<file path="src/rtl/renkon_pkg.sv">
// renkon_pkg
//   Shared sizing, state encoding and address helper for the serialiser
//   stage that sits behind the pooling controller.
//   CORE     lanes delivered per pooled valid (power of two, >= 2)
//   MEMSIZE  output feature memory address width
//   LWIDTH   layer-size / pixel-counter width (must not exceed MEMSIZE)
//   DWIDTH   width of the ctrl_bus delay field
package renkon_pkg;

  localparam int CORE    = 8;
  localparam int MEMSIZE = 12;
  localparam int LWIDTH  = 10;
  localparam int DWIDTH  = 4;
  localparam int SEL_W   = $clog2(CORE);

  localparam logic [SEL_W-1:0] SEL_LAST = SEL_W'(CORE - 1);

  typedef enum logic [1:0] {
    S_WAIT   = 2'd0,
    S_ACTIVE = 2'd1,
    S_SERIAL = 2'd2,
    S_DONE   = 2'd3
  } serial_state_t;

  // Lane-0 address of a pixel; the sum wraps modulo 2^MEMSIZE.
  function automatic logic [MEMSIZE-1:0] lane0_addr(
    input logic [MEMSIZE-1:0] base,
    input logic [LWIDTH-1:0]  pix
  );
    return base + MEMSIZE'(pix);
  endfunction

  // Pixel count widened to the size register for the end-of-layer check.
  function automatic logic count_mismatch(
    input logic [LWIDTH-1:0]  pix,
    input logic [MEMSIZE-1:0] size
  );
    return MEMSIZE'(pix) != size;
  endfunction

endpackage

</file>
<file path="src/rtl/renkon_ctrl_bus.sv">
// ctrl_bus
//   Frame control handshake between pipeline stages.
//   start  first beat of a layer
//   valid  one pooled pixel (CORE lanes) is presented
//   stop   layer stream ends
//   delay  pipeline alignment hint (not used by the serialiser)
//   ready  downstream can take a valid this cycle
interface ctrl_bus;
  import renkon_pkg::*;

  logic              start;
  logic              valid;
  logic              stop;
  logic [DWIDTH-1:0] delay;
  logic              ready;

  modport master (output start, output valid, output stop, output delay, input ready);
  modport slave  (input start, input valid, input stop, input delay, output ready);

endinterface

</file>
<file path="src/rtl/renkon_ctrl_serial.sv">
// renkon_ctrl_serial
//   Turns each pooled valid (CORE lane results in parallel) into CORE
//   single-word writes to the output feature memory, one lane per cycle.
//   Lane l of pixel p lands at base + l*size + p (mod 2^MEMSIZE).
//
//   state    | meaning
//   ---------+-----------------------------------------------------------
//   S_WAIT   | idle, waiting for in_ctrl.start
//   S_ACTIVE | layer open, no pixel in flight, waiting for valid or stop
//   S_SERIAL | writing lanes 0..CORE-1 of the captured pixel
//   S_DONE   | one-cycle completion pulse, then back to S_WAIT
//
// Ports
//   clk          clock, rising edge
//   xrst         asynchronous active-high reset
//   _out_base    lane-0 / pixel-0 base address, latched on start
//   _out_size    pixels per output map (lane stride), latched on start
//   in_ctrl      ctrl_bus slave: start/valid/stop/delay in, ready out
//   serial_oe    datapath captures all lanes into its holding register
//   serial_sel   lane mux select for the current write
//   serial_we    output memory write enable
//   serial_addr  output memory write address
//   serial_done  single-cycle pulse when the layer is fully written
//   serial_err   sticky overrun / pixel-count mismatch flag
module renkon_ctrl_serial
  import renkon_pkg::*;
(
  input  logic               clk,
  input  logic               xrst,
  input  logic [MEMSIZE-1:0] _out_base,
  input  logic [MEMSIZE-1:0] _out_size,
  ctrl_bus.slave             in_ctrl,
  output logic               serial_oe,
  output logic [SEL_W-1:0]   serial_sel,
  output logic               serial_we,
  output logic [MEMSIZE-1:0] serial_addr,
  output logic               serial_done,
  output logic               serial_err
);

  serial_state_t      state;
  logic [SEL_W-1:0]   sel;
  logic [LWIDTH-1:0]  pix;
  logic [MEMSIZE-1:0] base_q;
  logic [MEMSIZE-1:0] size_q;
  logic [MEMSIZE-1:0] lane_addr;
  logic               stop_seen;
  logic               err;

  logic               last_lane;
  logic               ready;
  logic               accept;
  logic               overrun;
  logic [LWIDTH-1:0]  pix_inc;

  // The last lane cycle doubles as the slot for a back-to-back pixel, so
  // ready is high there and a pixel can follow with no bubble in we.
  assign last_lane = (state == S_SERIAL) && (sel == SEL_LAST);
  assign ready     = (state != S_SERIAL) || (sel == SEL_LAST);
  assign accept    = in_ctrl.valid && ((state == S_ACTIVE) || last_lane);
  assign overrun   = in_ctrl.valid && !ready;
  assign pix_inc   = pix + LWIDTH'(1);

  assign in_ctrl.ready = ready;

  always_ff @(posedge clk or posedge xrst) begin
    if (xrst) begin
      state     <= S_WAIT;
      sel       <= '0;
      pix       <= '0;
      base_q    <= '0;
      size_q    <= '0;
      lane_addr <= '0;
      stop_seen <= 1'b0;
      err       <= 1'b0;
    end else begin
      if (overrun) begin
        err <= 1'b1;
      end

      case (state)
        S_WAIT: begin
          if (in_ctrl.start) begin
            base_q    <= _out_base;
            size_q    <= _out_size;
            pix       <= '0;
            stop_seen <= 1'b0;
            err       <= 1'b0;
            state     <= S_ACTIVE;
          end
        end

        S_ACTIVE: begin
          if (in_ctrl.valid) begin
            sel       <= '0;
            lane_addr <= lane0_addr(base_q, pix);
            stop_seen <= stop_seen | in_ctrl.stop;
            state     <= S_SERIAL;
          end else if (in_ctrl.stop || stop_seen) begin
            if (count_mismatch(pix, size_q)) begin
              err <= 1'b1;
            end
            state <= S_DONE;
          end
        end

        S_SERIAL: begin
          if (sel != SEL_LAST) begin
            sel       <= sel + SEL_W'(1);
            lane_addr <= lane_addr + size_q;
            if (in_ctrl.stop) begin
              stop_seen <= 1'b1;
            end
          end else begin
            pix <= pix_inc;
            if (in_ctrl.valid) begin
              sel       <= '0;
              lane_addr <= lane0_addr(base_q, pix_inc);
              stop_seen <= stop_seen | in_ctrl.stop;
            end else if (stop_seen || in_ctrl.stop) begin
              // stop on the final lane cycle counts as seen for this pixel
              if (count_mismatch(pix_inc, size_q)) begin
                err <= 1'b1;
              end
              state <= S_DONE;
            end else begin
              state <= S_ACTIVE;
            end
          end
        end

        S_DONE: begin
          state <= S_WAIT;
        end

        default: begin
          state <= S_WAIT;
        end
      endcase
    end
  end

  assign serial_oe   = accept;
  assign serial_sel  = sel;
  assign serial_we   = (state == S_SERIAL);
  assign serial_addr = lane_addr;
  assign serial_done = (state == S_DONE);
  assign serial_err  = err;

endmodule
</file>
<file path="src/flat_wrapper.sv">
// flat-port wrapper written by rule: the top's interface ports become plain ports
module renkon_ctrl_serial_flat import renkon_pkg::*;
  (clk, xrst, _out_base, _out_size, serial_oe, serial_sel, serial_we, serial_addr, serial_done, serial_err, in_ctrl_start, in_ctrl_valid, in_ctrl_stop, in_ctrl_delay, in_ctrl_ready);
  ctrl_bus in_ctrl_i ();
  input  logic clk;
  input  logic xrst;
  input  logic [MEMSIZE-1:0] _out_base;
  input  logic [MEMSIZE-1:0] _out_size;
  output logic serial_oe;
  output logic [SEL_W-1:0] serial_sel;
  output logic serial_we;
  output logic [MEMSIZE-1:0] serial_addr;
  output logic serial_done;
  output logic serial_err;
  input wire logic [$bits(in_ctrl_i.start)-1:0] in_ctrl_start;
  input wire logic [$bits(in_ctrl_i.valid)-1:0] in_ctrl_valid;
  input wire logic [$bits(in_ctrl_i.stop)-1:0] in_ctrl_stop;
  input wire logic [$bits(in_ctrl_i.delay)-1:0] in_ctrl_delay;
  output wire logic [$bits(in_ctrl_i.ready)-1:0] in_ctrl_ready;
  assign in_ctrl_i.start = in_ctrl_start;
  assign in_ctrl_i.valid = in_ctrl_valid;
  assign in_ctrl_i.stop = in_ctrl_stop;
  assign in_ctrl_i.delay = in_ctrl_delay;
  assign in_ctrl_ready = in_ctrl_i.ready;
  renkon_ctrl_serial u_core (.clk(clk), .xrst(xrst), ._out_base(_out_base), ._out_size(_out_size), .in_ctrl(in_ctrl_i), .serial_oe(serial_oe), .serial_sel(serial_sel), .serial_we(serial_we), .serial_addr(serial_addr), .serial_done(serial_done), .serial_err(serial_err));
endmodule
</file>
<file path="config.mk">
export PLATFORM = sky130hd
export DESIGN_NAME = renkon_ctrl_serial_flat
export DESIGN_NICKNAME = d
export VERILOG_FILES = /design/src/rtl/renkon_pkg.sv /design/src/rtl/renkon_ctrl_bus.sv /design/src/rtl/renkon_ctrl_serial.sv /design/src/flat_wrapper.sv
export SDC_FILE = /design/constraint.sdc
export NUM_CORES = 1
export LEC_CHECK = 0
export BUFFER_PORTS_ARGS = -buffer_cell sky130_fd_sc_hd__buf_2
export CAP_MARGIN = 20
export CORE_MARGIN = 8
export CORE_UTILIZATION = 54
export CTS_CLUSTER_SIZE = 28
export DETAILED_ROUTE_END_ITERATION = 6
export PLACE_DENSITY_LB_ADDON = 0.08
export SKIP_LAST_GASP = 1
export SLEW_MARGIN = 10
export SYNTH_ARGS = -nofsm -noshare
export SYNTH_HDL_FRONTEND = slang
export SYNTH_SLANG_ARGS = --single-unit
</file>
<file path="constraint.sdc">
create_clock -name clk -period 2.8 [get_ports clk]
set_clock_uncertainty 0.15 [all_clocks]
set_input_delay 0.28 -clock clk [delete_from_list [all_inputs] [get_ports clk]]
set_output_delay 0.28 -clock clk [all_outputs]
set_load 0.1 [all_outputs]
</file>
Word level (Yosys, flattened, before mapping). Cells that the tools add are included. W data, S select, Z words.

Flip-flop bits (word level): 53. Latch bits: 0. Bits in writable memories: 0. Memory bits (read-only): 0. Input bits: 33. Output and inout bits: 20. Word-level logic and storage cells: 77. Memories: 0.

$add $sub $neg: 5. Multiply operators: 0. Divide/modulo/power cells: 0. Magnitude comparators: 0. Eq/ne operators: 15. Shift operators: 0. Mux-type cells: 32. Bitwise gates (word level): 1. Reductions and logical operators: 16.

Operators with widths (count): $mux W12 (3); $add A12 B10 Y12 (2); $ne A10 B12 Y1 (2); $pmux W12 S2 (1); $mux W10 (2); $pmux W10 S2 (1); $mux W1 (13); $add A12 B12 Y12 (1); $mux W2 (6); $add A10 B1 Y10 const B (1); $ne A2 B2 Y1 const B (5); $ne A3 B3 Y1 const B (3); $reduce_and A3 Y1 (3); $pmux W2 S4 (1); $mux W3 (2); $pmux W1 S3 (2); $pmux W3 S2 (1); $eq A2 B2 Y1 const B (2); $reduce_and A4 Y1 (1); $reduce_bool A2 Y1 (2); $add A3 B1 Y3 const B (1); $eq A3 B3 Y1 const B (1); $logic_and A1 B1 Y1 (3); $logic_or A1 B1 Y1 (3); other kinds (7) (7).

Logic depth before layout (Yosys ltp). Gate-level depths: netlist (run 1).

Word-level depth: 10. Mapped depth: 13.

Worst setup path after synthesis (run 1). No wires, ideal clock.

Path type: reg-to-reg. Start point: reg u_core.state[0]. End point: reg u_core.lane_addr[10] (netlist: u_core.serial_addr[10]). Setup time: 0.082 ns. Arrival: 2.828 ns. Data required time: 2.568 ns. Setup slack: -0.259 ns. Stages on the path, launching flop included: 10. Buffers on the path: 1. Clock period less this slack: 3.059 ns. Path through: dfrtp_1 -> inv_1 -> ha_1 -> nor2b_1 -> buf_2 -> inv_2 -> or4b_1 -> o311ai_0 -> nor3b_1 -> a31oi_1.

Longest elaborated chain between the ends: 3. Elaborated cells between the ends (all ways): 7. Those cells by class: 4 x eq/ne; 1 x mux; 2 x reduce/logical.

Ends and longest elaborated chain: from (decl) (RTL line renkon_ctrl_serial.sv:41) `serial_state_t state;`; from (signal assigned) (RTL line renkon_ctrl_serial.sv:68) `state <= S_WAIT;`; from (signal assigned) (RTL line renkon_ctrl_serial.sv:89) `state <= S_ACTIVE;`; from (signal assigned) (RTL line renkon_ctrl_serial.sv:98) `state <= S_SERIAL;`; $eq A2 B2 Y1 (*); net serial_we (RTL line flat_wrapper.sv:11) `output logic serial_we;`; $ne A3 B1 Y1 (no source line) / $reduce_bool A2 Y1 (equally long branches); $reduce_and A3 Y1 (no source line); to (signal assigned) (RTL line renkon_ctrl_serial.sv:96) `lane_addr <= lane0_addr(base_q, pix);`; to (signal assigned) (RTL line renkon_ctrl_serial.sv:110) `lane_addr <= lane_addr + size_q;`; to (signal assigned) (RTL line renkon_ctrl_serial.sv:118) `lane_addr <= lane0_addr(base_q, pix_inc);`; to (decl) (RTL line renkon_ctrl_serial.sv:46) `logic [MEMSIZE-1:0] lane_addr;`.

Mark *: on every way through the listed nets, which the timed path passes. The rest lies on a longest branch. A chain may end at the register's enable or synchronous reset.

Worst setup path in the final report (run 1).
Start point: reg u_core.pix[1]. End point: reg u_core.lane_addr[10] (netlist: u_core.serial_addr[10]).

Longest elaborated chain between the ends: 5. Elaborated cells between the ends (all ways): 7. Those cells by class: 3 x add/sub; 4 x mux.

Ends and longest elaborated chain: from (decl) (RTL line renkon_ctrl_serial.sv:43) `logic [LWIDTH-1:0] pix;`; from (signal assigned) (RTL line renkon_ctrl_serial.sv:115) `pix <= pix_inc;`; $add A10 B1 Y10 (RTL line renkon_ctrl_serial.sv:62) `assign pix_inc = pix + LWIDTH'(1);`; $add A12 B10 Y12 (RTL line renkon_pkg.sv:30) `return base + MEMSIZE'(pix);`; $mux W12 (RTL line renkon_ctrl_serial.sv:116) `if (in_ctrl.valid) begin`; $mux W12 (RTL line renkon_ctrl_serial.sv:108) `if (sel != SEL_LAST) begin`; $pmux W12 S2 (*) (RTL line renkon_ctrl_serial.sv:81) `case (state)`.

Mark *: on every way between the ends. The rest lies on a longest branch, timed or not. The select of a mux whose other input is x is not followed.

==> metrics.cfg, run 1 <==
[layout]
fin_util=0.6393
areaGrowthSynthToFinish_pct=16.61
multiInputGateArea_mm2=0.002989
seqCellArea_mm2=0.001334
diodes=0
nFillCells=687
num-nets-final=641
layout-drive-gt1-share=0.2633

[synth]
syn_inst=490
synth_mux_area_frac=0.06796
syn-cell-area_mm2=0.004437
avgSynthCellArea_um2=9.055
yosys_register_bits=53
syn_nets=566
synth_seq_area_share=0.2989
yosys.area_share.simple=0.1732
synth_top_flop_cell=dfrtp_1
ys_async_sr_fraction=1.000
synth_edf_count=0
synth_adder_area_share=0.1263
synth_cell_type_count=68
yosysWarnings=0
synth_top_family_by_area=compound AO/OA/AOI/OAI gates
synth_compound_area_frac=0.2107
post_synth_xor_area_fraction=0.08094

[worst_setup_path]
rr_worst_depth=11
end_kind=register
cp-startpoint=u_core.pix[1]
path_max_fanout=5
cp.arrival_ns=2.86
start_kind=register
slowest_stage=or4_1
r2r_slack_ns=0.02
path_depth=11
cpPeakStageDelay_ns=0.49
cp_top_family=simple AND/OR/NAND/NOR gates
cp_common_cell=and3_4
path_buf_inv=0
cp.required_ns=2.88
worstReg2RegEnd=u_core.serial_addr[10]
critPathKind=register to register
cp_cell_sequence=and3_4 -> and3_4 -> and3_4 -> nand3_2 -> xnor2_2 -> ha_2 -> or4_1 -> a21oi_2 -> o21ai_0 -> a21o_1 -> a31oi_1
crit_end=u_core.serial_addr[10]
timing.rr.start=u_core.pix[1]

[die]
die_h_um=106.6
num_rows=33
core_area_mm2=0.008093
start_util=0.5482
die_w_um=106.6
dieArea_mm2=0.01137
top_level_ports=53

[global_routing]
grt_pass1_wl_um=18780
track_usage=0.2043
antenna_found_initial=0
grt-ovfl-total=0
grt_pass1_vias=3726
grt_max_degree=30

[pwr]
p_clk_frac=0.074
combPwrFrac=0.699
pwr-share-seq=0.227
fin_total_pwr_mw=6.360
power_density_mw_per_mm2=1229
internal-power_mw=2.902
swShare=0.5437
p_leak_nw=2.349
peakVddDrop_v=0.0005137
switchingPower_mw=3.458

[clock_network]
cts_tree=done
root_buffer=clkbuf_8
htree_levels=2
numCtsBuffers=5
clkLatencyLatePin_ns=0.31
clockBufferDepth=2
clock_sinks=53
clk_pin_slew_ns=0.11

[sta]
grt_setup_unrepaired=yes
finalSetupViolCount=0
fin_setup_tns_ns=0
fin_ws_ns=0.01715
tightestPinTransition_ns=0.7058
slew_headroom=0.5263
finalCriticalPeriod_ns=2.783
fmax_mhz=359.3
slew_viol_final=0
fin_crit_sh=0.9939
finalHoldViolations=0

[routing]
antenna_left=0
viasPerCell=5.973
drt_pass1_iterations=5
vias=4008
drc_errors=0
first_iter_violations=230
postRouteWirelength_um=11770
wl_per_cell_um=17.55

[outcome]
status=complete, no violations

[placed_design]
dp_hpwl_um=9219
dp_slack_ns=0.03022
gp_congestion=0.8758
io_buffers=48

[run]
cap_violations=0

[min_path]
hold_class=input pin to register

==> logic make-up (layout without fill, tap and decap cells) <==
family	Yosys count	after routing
multiplexers	27	27
buffers and inverters	39	115
AO/OA/AOI/OAI	143	143
flip-flops	53	53
XOR/XNOR	39	39
AND/OR/NAND/NOR	146	146
adder cells (fa/ha/maj)	43	43
==> metal layers <==
metal,part of all wire,vias up,routed length (um),global-route usage
met2,0.45,122,5328,0.3037
met4,0.013,0,155,0.05829
met5,0,-,0,0
met1,0.48,1916,5686,0.2924
li1,-,1960,-,-
met3,0.051,10,603,0.04079
==> worst register-to-register path, delay by kind of cell (launching register included) <==
kind	cells	cell delay, ns
AOI/OAI and AO/OA	4	0.54
xor gates and xnor gates	1	0.17
adders and majority gates	1	0.18
DFF	1	0.43
and+or+nand+nor	5	1.23
==> area by class of cell <==
class	count	share of cell area
inverter	20	0.01451
timing repair buffer	87	0.1059
clock inverter	2	0.002660
tap	105	0.02539
multi-input combinational	398	0.5778
clock buffer	6	0.01596
sequential	53	0.2578
==> worst min path at each step <==
stage,from,to,slack [ns],depth (start not counted)
finish,in_ctrl_stop,u_core.stop_seen,0.03,2
global route,_out_base[8],u_core.base_q[8],0.01,2
CTS,in_ctrl_stop,u_core.stop_seen,0.02,2
detailed placement,xrst,u_core.size_q[1],0.22,2
global placement,xrst,u_core.size_q[1],0.21,2
floorplan,in_ctrl_stop,u_core.stop_seen,0.23,1
==> flip-flops by register name (all words and copies together), names as in the netlist <==
signal / flops
u_core.base_q: 12
u_core.pix: 10
u_core.serial_addr: 12
u_core.serial_err: 1
u_core.serial_sel: 3
u_core.size_q: 12
u_core.state: 2
u_core.stop_seen: 1
==> cells in the mapped netlist, drive strengths merged (3+ instances only) <==
library cell | n | area share
nor3b | 4 | 0.0068
o2111ai | 3 | 0.0059
o211ai | 4 | 0.0068
o22ai | 5 | 0.0071
o21a | 7 | 0.012
clkbuf | 8 | 0.0068
buf | 11 | 0.018
a21o | 6 | 0.010
xnor2 | 26 | 0.051
o21ai | 43 | 0.049
and2 | 5 | 0.0071
a31oi | 6 | 0.0085
a211oi | 5 | 0.0085
or4 | 3 | 0.0051
dfrtp | 53 | 0.30
nand3 | 13 | 0.016
nor2b | 7 | 0.0099
a22o | 5 | 0.010
a21oi | 28 | 0.032
xor2 | 12 | 0.024
nand2 | 29 | 0.025
o31a | 4 | 0.0079
nor3 | 11 | 0.012
inv | 20 | 0.017
nor2 | 38 | 0.034
mux2 | 25 | 0.063
or3 | 8 | 0.011
ha | 40 | 0.11
fa | 3 | 0.014
nand2b | 5 | 0.0071
nor4 | 4 | 0.0056
and3 | 6 | 0.012
nand4 | 6 | 0.0085
a21boi | 4 | 0.0068
==> power by group through the flow <==
| stage | sequential [mW] | clock (mW) | combinational (mW) |
|---|---|---|---|
| 2_1_floorplan | 2.07 | 0 | 2.67 |
| 6_report | 1.44 | 0.471 | 4.45 |
| 3_3_place_gp | 1.44 | 0 | 4.27 |
| 5_1_grt | 1.48 | 0.516 | 4.86 |
| 4_1_cts | 1.43 | 0.489 | 4.38 |
| 3_5_place_dp | 1.45 | 0 | 4.36 |
==> placed cells by master (no fill, tap or decap), types with 3 or more instances in the layout <==
master,instances
a211oi_1,5
a21boi_0,4
a21o_1,6
a21oi_1,27
a22o_1,4
a31oi_1,6
and2_1,4
and3_4,4
buf_2,48
buf_4,37
clkbuf_8,6
dfrtp_1,47
dfrtp_2,6
fa_1,3
ha_1,37
inv_1,18
mux2_2,25
nand2_1,29
nand2b_1,5
nand3_1,10
nand4_1,6
nor2_1,36
nor2b_1,6
nor3_1,11
nor3b_1,4
nor4_1,4
o211ai_1,4
o21a_1,7
o21ai_0,40
o21ai_1,3
o22ai_1,5
o31a_1,4
or3_1,8
or4_1,3
xnor2_1,25
xor2_1,12
==> timing repair <==
item / 4_1_cts / 5_1_grt
pin swaps: 0 / 11
resized for setup: 0 / 11
setup endpoints to repair: 1 / 3
buffers inserted: 1 / 6
endpoints found under the hold margin: 24 / 0
hold buffers: 1 / 0
==> stage by stage <==
stage / cells / instance area [um2] / hold WS [ns]
after floorplan: 490 / 4459 / 0.2338
after global placement: 655 / 4965 / 0.2116
after detailed placement: 655 / 4965 / 0.2156
after CTS: 665 / 5079 / 0.01938
after global routing: 671 / 5174 / 0.01290
final: 671 / 5174 / 0.03200
No activity file was read; power rests on OpenSTA's default activity.
==> run 2: changes to the inputs <==
--- a/config.mk
+++ b/config.mk
@@ -9,8 +9,10 @@
 export CAP_MARGIN = 20
 export CORE_MARGIN = 8
 export CORE_UTILIZATION = 54
+export CTS_BUF_LIST = sky130_fd_sc_hd__clkbuf_16
 export CTS_CLUSTER_SIZE = 28
 export DETAILED_ROUTE_END_ITERATION = 6
+export MAX_ROUTING_LAYER = met4
 export PLACE_DENSITY_LB_ADDON = 0.08
 export SKIP_LAST_GASP = 1
 export SLEW_MARGIN = 10
==> run 2 against run 1 <==
Compared with the run above:
- routed wire length grew 0.20%
- setup slack got worse by 0.011 ns
- clock-buffer cell count is 1 lower
- sequential power about the same
- register-to-register slack about the same
- critical path type unchanged
- largest cell class unchanged
- largest power group unchanged
- highest routed layer unchanged
==> metrics.cfg, run 2 (synthesis gave the netlist of run 1 again) <==
[layout]
final_cell_count_no_fill=671
areaGrowthSynthToFinish_pct=17.85
num-nets-final=641
layout-drive-gt1-share=0.2633
final_cell_mix=buf_2 (48), dfrtp_1 (47), o21ai_0 (39), ha_1 (37), buf_4 (37)
diodes=0
final_common_cell=buf_2

[routing]
drt_pass1_iterations=4
drc_errors=0
wl_per_cell_um=17.58
postRouteWirelength_um=11800
antenna_left=0
vias=4007
viasPerCell=5.972
first_iter_violations=182

[clock_network]
htree_levels=2
clk_pin_slew_ns=0.07
root_buffer=clkbuf_16
clockBufferDepth=2
numCtsBuffers=5
cts_tree=done
clkLatencyLatePin_ns=0.30
clock_sinks=53

[worst_setup_path]
path_max_fanout=5
cp_common_cell=and3_4
critPathKind=register to register
path_buf_inv=0
cp_top_family=simple AND/OR/NAND/NOR gates
cp.required_ns=2.86
cp_cell_sequence=and3_4 -> and3_4 -> and3_4 -> nand3_2 -> xnor2_2 -> ha_2 -> or4_4 -> a21oi_2 -> o21ai_1 -> a21o_1 -> a31oi_1
cp.arrival_ns=2.85
slowest_stage=or4_4
timing.rr.start=u_core.pix[1]
end_kind=register
start_kind=register
cp-startpoint=u_core.pix[1]
cpPeakStageDelay_ns=0.48

[outcome]
status=complete, no violations

[placed_design]
dp.cells=656
gp_congestion=0.8731
dp_hpwl_um=9232
dp_slack_ns=0.05627
io_buffers=48

[global_routing]
grt_pass1_vias=3806
grt_pass1_wl_um=19160
antenna_found_initial=0
grt_max_degree=30
grt-ovfl-total=0
track_usage=0.2138

[pwr]
fin_total_pwr_mw=6.498
power_density_mw_per_mm2=1243
peakVddDrop_v=0.0005100
p_leak_nw=2.376

[sta]
tightestPinTransition_ns=0.7051
fin_crit_sh=0.9978
finalCriticalPeriod_ns=2.794
finalHoldViolations=0
finalSetupViolCount=0
fmax_mhz=357.9
grt_setup_unrepaired=yes
slew_viol_final=0
fin_ws_ns=0.006181
slew_headroom=0.5268

[die]
start_util=0.5482
die_h_um=106.6
num_rows=33
core_area_mm2=0.008093
dieArea_mm2=0.01137
die_w_um=106.6
top_level_ports=53

[run]
cap_violations=0

[min_path]
holdCritStartpoint=_out_base[0]
hold_class=input pin to register

run 2: worst register-to-register path, cell delays in order (launching register included):
cell and delay, ns:
dfrtp_2 0.41, and3_4 0.20, and3_4 0.24, and3_4 0.21, nand3_2 0.11, xnor2_2 0.18
ha_2 0.18, or4_4 0.48, a21oi_2 0.15, o21ai_1 0.07, a21o_1 0.19, a31oi_1 0.14
run 2: timing repair:
action	in CTS	in global routing
setup endpoints to repair	0	3
setup buffers	0	6
resized for setup	0	13
hold buffers	1	0
hold endpoints to repair	24	0
run 2: report_power, final:
group	leakage (nW)	internal [mW]	switching (mW)
Sequential	0.649	1.08	0.358
Combinational	1.66	1.62	2.83
Clock	0.0712	0.329	0.284
Total	2.38	3.03	3.47
run 2: layout make-up:
type                       instances  area [um2]
clock inverter                     3       17.52
timing repair buffer              87       548.0
tap                              105       131.4
clock buffer                       5       125.1
fill                             717        2864
multi-input combinational        398        2998
sequential                        53        1334
inverter                          20       75.07
run 2: through the flow:
step | hold WS [ns] | instance area [um2] | TNS (ns) | utilization
after floorplan | 0.2338 | 4459 | 0 | -
after global placement | 0.2138 | 4972 | 0 | 0.6144
after detailed placement | 0.2260 | 4972 | 0 | 0.6144
after CTS | 0.06082 | 5125 | 0 | 0.6333
after global routing | 0.05342 | 5229 | -0.2087 | 0.6461
final | 0.05822 | 5229 | 0 | 0.6461
run 2: per-layer routing:
metal	vias to the layer above	wire length, um	track usage
li1	1963	-	-
met1	1912	5583	0.2992
met2	115	5239	0.3157
met3	17	770	0.03419
met4	0	205	0.05226
met5	-	0	-
run 2: worst paths after layout:
kind	to	slack, ns	cells after the start
max in group asynchronous	u_core.pix[1]	1.48	4
hold reg to reg	u_core.serial_sel[0]	0.35	1
min in group asynchronous	u_core.size_q[1]	0.45	3
setup reg to reg	u_core.serial_addr[10]	0.006	11
setup / recovery	u_core.serial_addr[10]	0.006	11
hold / removal	u_core.base_q[0]	0.06	2
